File: src/rtl/fpu_cmd_seq.sv
// Command sequencer in front of a single-precision FPU core: queues requests,
// issues them one at a time, watches for completion or hang, returns tagged results.
module fpu_cmd_seq #(
  parameter int unsigned DEPTH   = 4,
  parameter int unsigned TAG_W   = 4,
  parameter int unsigned TIMEOUT = 64
) (
  input  logic             clk,
  input  logic             reset_n,
  input  logic             cmd_valid,
  output logic             cmd_ready,
  input  logic [31:0]      cmd_a,
  input  logic [31:0]      cmd_b,
  input  logic [1:0]       cmd_op,
  input  logic [TAG_W-1:0] cmd_tag,
  output logic [31:0]      fpu_a,
  output logic [31:0]      fpu_b,
  output logic [1:0]       fpu_op,
  output logic             fpu_go,
  output logic             fpu_abort,
  input  logic [31:0]      fpu_d,
  input  logic             fpu_done,
  output logic             rsp_valid,
  input  logic             rsp_ready,
  output logic [31:0]      rsp_d,
  output logic [TAG_W-1:0] rsp_tag,
  output logic             rsp_nan,
  output logic             rsp_inf,
  output logic             rsp_zero,
  output logic             rsp_timeout,
  output logic             busy
);

  localparam int unsigned PW  = (DEPTH > 1) ? $clog2(DEPTH) : 1;
  localparam int unsigned CW  = PW + 1;
  localparam int unsigned WDW = $clog2(TIMEOUT);

  typedef enum logic [2:0] {S_IDLE, S_ISSUE, S_ARM, S_WAIT, S_ABORT} state_t;

  state_t state, state_next;

  logic [31:0]      q_a   [DEPTH];
  logic [31:0]      q_b   [DEPTH];
  logic [1:0]       q_op  [DEPTH];
  logic [TAG_W-1:0] q_tag [DEPTH];

  logic [PW-1:0]    wr_ptr, rd_ptr;
  logic [CW-1:0]    count;
  logic [WDW-1:0]   wd;
  logic [TAG_W-1:0] tag_q;
  logic             push, pop;

  assign cmd_ready = reset_n && (count < CW'(DEPTH));
  assign push      = cmd_valid && cmd_ready;
  assign fpu_go    = (state == S_ISSUE);
  // The FPU is held in reset whenever this block is, not only on a watchdog abort.
  assign fpu_abort = (state == S_ABORT) || !reset_n;
  assign busy      = (state != S_IDLE);

  always_comb begin
    state_next = state;
    pop        = 1'b0;
    case (state)
      S_IDLE: begin
        if ((count != '0) && (!rsp_valid || rsp_ready)) begin
          pop        = 1'b1;
          state_next = S_ISSUE;
        end
      end
      S_ISSUE: state_next = S_ARM;
      S_ARM:   state_next = S_WAIT;
      S_WAIT: begin
        if (fpu_done)                        state_next = S_IDLE;
        else if (wd == WDW'(TIMEOUT - 1))    state_next = S_ABORT;
      end
      S_ABORT: state_next = S_IDLE;
      default: state_next = S_IDLE;
    endcase
  end

  always_ff @(posedge clk) begin
    if (push) begin
      q_a[wr_ptr]   <= cmd_a;
      q_b[wr_ptr]   <= cmd_b;
      q_op[wr_ptr]  <= cmd_op;
      q_tag[wr_ptr] <= cmd_tag;
    end
  end

  always_ff @(posedge clk or negedge reset_n) begin
    if (!reset_n) begin
      wr_ptr <= '0;
      rd_ptr <= '0;
      count  <= '0;
    end else begin
      if (push) wr_ptr <= wr_ptr + PW'(1);
      if (pop)  rd_ptr <= rd_ptr + PW'(1);
      case ({push, pop})
        2'b10:   count <= count + CW'(1);
        2'b01:   count <= count - CW'(1);
        default: count <= count;
      endcase
    end
  end

  always_ff @(posedge clk or negedge reset_n) begin
    if (!reset_n) begin
      state       <= S_IDLE;
      wd          <= '0;
      fpu_a       <= '0;
      fpu_b       <= '0;
      fpu_op      <= '0;
      tag_q       <= '0;
      rsp_valid   <= 1'b0;
      rsp_d       <= '0;
      rsp_tag     <= '0;
      rsp_nan     <= 1'b0;
      rsp_inf     <= 1'b0;
      rsp_zero    <= 1'b0;
      rsp_timeout <= 1'b0;
    end else begin
      state <= state_next;
      if (pop) begin
        fpu_a  <= q_a[rd_ptr];
        fpu_b  <= q_b[rd_ptr];
        fpu_op <= q_op[rd_ptr];
        tag_q  <= q_tag[rd_ptr];
      end
      if (state == S_ARM)       wd <= '0;
      else if (state == S_WAIT) wd <= wd + WDW'(1);

      if (rsp_valid && rsp_ready) rsp_valid <= 1'b0;
      if (state == S_WAIT && fpu_done) begin
        rsp_valid   <= 1'b1;
        rsp_d       <= fpu_d;
        rsp_tag     <= tag_q;
        rsp_nan     <= (&fpu_d[30:23]) && (|fpu_d[22:0]);
        rsp_inf     <= (&fpu_d[30:23]) && !(|fpu_d[22:0]);
        rsp_zero    <= !(|fpu_d[30:23]);
        rsp_timeout <= 1'b0;
      end else if (state == S_ABORT) begin
        rsp_valid   <= 1'b1;
        rsp_d       <= 32'h7FFF_FFFF;
        rsp_tag     <= tag_q;
        rsp_nan     <= 1'b1;
        rsp_inf     <= 1'b0;
        rsp_zero    <= 1'b0;
        rsp_timeout <= 1'b1;
      end
    end
  end

endmodule

File: config.mk
export PLATFORM = sky130hd
export DESIGN_NAME = fpu_cmd_seq
export DESIGN_NICKNAME = d
export VERILOG_FILES = /design/src/rtl/fpu_cmd_seq.sv
export SDC_FILE = /design/constraint.sdc
export NUM_CORES = 1
export LEC_CHECK = 0
export CAP_MARGIN = 30
export CORE_AREA = 2 2 165 167
export DETAILED_ROUTE_END_ITERATION = 10
export DIE_AREA = 0 0 167 169
export PLACE_DENSITY = 0.85
export SLEW_MARGIN = 10
export SYNTH_ARGS = -nofsm -noshare
export SYNTH_HDL_FRONTEND = slang
export SYNTH_SLANG_ARGS = --single-unit
File: constraint.sdc
create_clock -name clk -period 4.05 [get_ports clk]
set_input_delay 0.6075 -clock clk [delete_from_list [all_inputs] [get_ports clk]]
set_output_delay 0.6075 -clock clk [all_outputs]
set_load 0.01 [all_outputs]
==> flow_summary_export.csv <==
group,metric,value,unit
logic_synthesis,ys_warn_count,0,
placement,io_buffer_count,217,
hold_path,min_path_type,"primary input to async pin",
floorplanning,initial_utilization,58.4,%
global_routing,grt_use_total,21.8,%
cts,clockRootBuffer,"clkbuf_16",
power_and_ir_drop,p_per_area,710,nW/µm²
logic_synthesis,synth_area_leaders,"edfxtp_1 (54%), dfrtp_1 (21%), mux4_2 (10%)",
status,status,"finished, final reports clean",
drt,firstDrtPassIters,5,
drt,ant_nets,0,
placement,gp_congestion,0.806,
setup_path,crit_arrival,2.14,ns
logic_synthesis,yosys.area.top_type,"edfxtp_1",
cts,cts_buffer_depth,3,
global_routing,grt_pass1_vias,8303,
drt,drt-wirelength-per-cell,22.9,µm
floorplanning,dieWidth,167,µm
setup_path,critPathCaptureType,"output port",
logic_synthesis,syn_nets,839,
global_routing,grt_pass1_wl,47400,µm
timing,finalHoldViolCount,0,
cts,cts_made_buffers,40,
floorplanning,num_rows,60,
cts,cts_sinks,407,
layout,antenna_cells,0,
logic_synthesis,async_flop_share,31.2,%
timing,finalCritPeriodShare,67.9,%
run,maxCapViolCount,0,
global_routing,grt_max_degree,73,
logic_synthesis,synth-edff-count,280,
logic_synthesis,synth_cell_type_count,42,
layout,area_delta_synth_final,25.0,%
cts,cts_tree,"done",
layout,fin_nets,1078,
floorplanning,die-area,28200,µm²
drt,vias,7793,
layout,fillers,1543,
timing,skew,0.0142,ns
power_and_ir_drop,ir_drop,593,µV
cts,clk-insertion-delay-late,0.52,ns
timing,min_period,2.75,ns
floorplanning,core,26500,µm²
placement,place_hpwl,18400,µm
global_routing,antenna_found_initial,0,
drt,route.detailed.drc,0,
layout,drive_above_1_share,23.5,%
drt,wirelength,30600,µm
timing,worst_hold_slack,0.0671,ns
cts,postCtsHoldBufs,0,
timing,fin_tns_setup,0,ns
logic_synthesis,syn_inst,725,
logic_synthesis,synth_seq_cells,407,
cts,cts_resized,0,
logic_synthesis,ys.flop_type,"edfxtp_1",
drt,viasPerCell,5.84,
setup_path,ff2ff_path_depth,8,
logic_synthesis,syn_area_per_cell,21.3,µm²
logic_synthesis,synth_area,15500,µm²
floorplanning,io_pins,218,
setup_path,worst-path-max-fanout,11,
floorplanning,die_h,169,µm
cts,clk_pin_slew,0.06,ns
logic_synthesis,post-synth-top-area-fraction,54.4,%
setup_path,cp-start-kind,"register",
timing,rsz0062_at_grt,"false",
timing,slew_headroom,53.9,%
cts,htreeDepth,2,
logic_synthesis,ys_seq_area_share,74.9,%
timing,finalSetupViolCount,0,
setup_path,cp.required,3.44,ns
timing,maxSlewViolCount,0,
setup_path,criticalPathCategory,"register to output port",
power_and_ir_drop,cellLeakagePower,6.92,nW
layout,utilization,72.9,%
timing,worst_pin_slew,0.691,ns
drt,drt-initial-drc-count,621,
global_routing,overflow,0,
cts,postCtsSetupBuffers,0,
timing,max_freq,364,MHz
layer usage:
metal / global-route usage, % / share of wire, % / vias to the layer above
li1: - / - / 3375
met1: 30.0 / 41 / 4071
met2: 36.1 / 50 / 285
met3: 4.33 / 6.2 / 62
met4: 6.67 / 2.4 / 0
met5: 0 / 0 / -
placed cells by master (no fill, tap or decap), types with 10 or more instances in the layout:
cell             netlist  routed
o22a_1                31      31
clkdlybuf4s50_1        0     216
nand2_1               18      18
clkbuf_16              0      41
inv_1                 10      10
mux4_2                70      70
mux2_4                67      67
clkinv_2               0      14
nor2_1                10      10
edfxtp_1             280     280
dfrtp_1              127     125
through the flow:
stage          cell area (µm²)  instances  total power [mW]  setup WS (ns)
3_3_place_gp             18000       1259              10.0           1.32
4_1_cts                  19300       1332              13.8           1.32
2_1_floorplan            15500        725              8.43          0.932
6_report                 19300       1334              13.7           1.30
5_1_grt                  19300       1334              14.3           1.20
3_5_place_dp             18000       1261              10.2           1.37
area by class of cell:
| type | count | area (µm²) | area share [%] |
|---|---|---|---|
| clock buffer | 49 | 1080 | 5.57 |
| clock inverter | 22 | 194 | 1.00 |
| inverter | 10 | 37.5 | 0.194 |
| multi-input combinational | 274 | 3590 | 18.6 |
| sequential | 407 | 11600 | 60.0 |
| tap | 341 | 427 | 2.21 |
| timing repair buffer | 231 | 2410 | 12.5 |
kinds of logic after synthesis:
kind of cell	Yosys count	share of synthesized area, %
multiplexers	146	17.3
flip-flops	407	74.9
buffers and inverters	44	2.06
XOR/XNOR	6	0.388
AND/OR/NAND/NOR	66	2.26
adder cells (fa/ha/maj)	7	0.615
AO/OA/AOI/OAI	49	2.43
cell usage after synthesis (3+ instances only):
cell and count:
a21oi_1 4, and3_1 5, buf_12 8, buf_2 13, clkbuf_1 12, dfrtp_1 127
edfxtp_1 280, ha_1 6, inv_1 10, mux2_2 7, mux2_4 67, mux4_2 70
nand2_1 18, nand3_1 5, nand4_1 3, nor2_1 10, nor3_1 5, nor4_1 6
o21ai_0 8, o22a_1 31, xor2_1 3
critical path, stage by stage (launching register included):
cell	delay (ns)
dfrtp_1	0.55
inv_1	0.21
nor3_1	0.28
clkdlybuf4s50_1	0.58
final timing paths:
check,startpoint,end,slack (ns)
max,state[0]$_DFFE_PN0P_,fpu_go,1.30
min,reset_n,tag_q[0]$_DFFE_PN0P_,0.07
max reg2reg,state[0]$_DFFE_PN0P_,count[2]$_DFFE_PN0P_,1.56
min reg2reg,rsp_d[1]$_DFFE_PN0P_,rsp_d[1]$_DFFE_PN0P_,0.49
max in group asynchronous,reset_n,fpu_a[17]$_DFFE_PN0P_,3.09
min in group clk,rsp_d[1]$_DFFE_PN0P_,rsp_d[1]$_DFFE_PN0P_,0.49
state kept, by name, summed over array words and instances, names as in the netlist:
name / count
rsp_inf: 1
rsp_tag: 4
q_b: 128
q_tag: 16
rd_ptr: 2
rsp_nan: 1
rsp_d: 32
fpu_b: 32
wr_ptr: 2
q_op: 8
tag_q: 4
rsp_zero: 1
wd: 6
fpu_op: 2
rsp_valid: 1
q_a: 128
fpu_a: 32
rsp_timeout: 1
count: 3
state: 3
where the power goes:
part           internal [mW]  switching [mW]
clock network           2.09            1.50
logic                   2.58            1.59
registers               5.30           0.659
total                   9.96            3.75
Power figures use the tool's default switching activity.
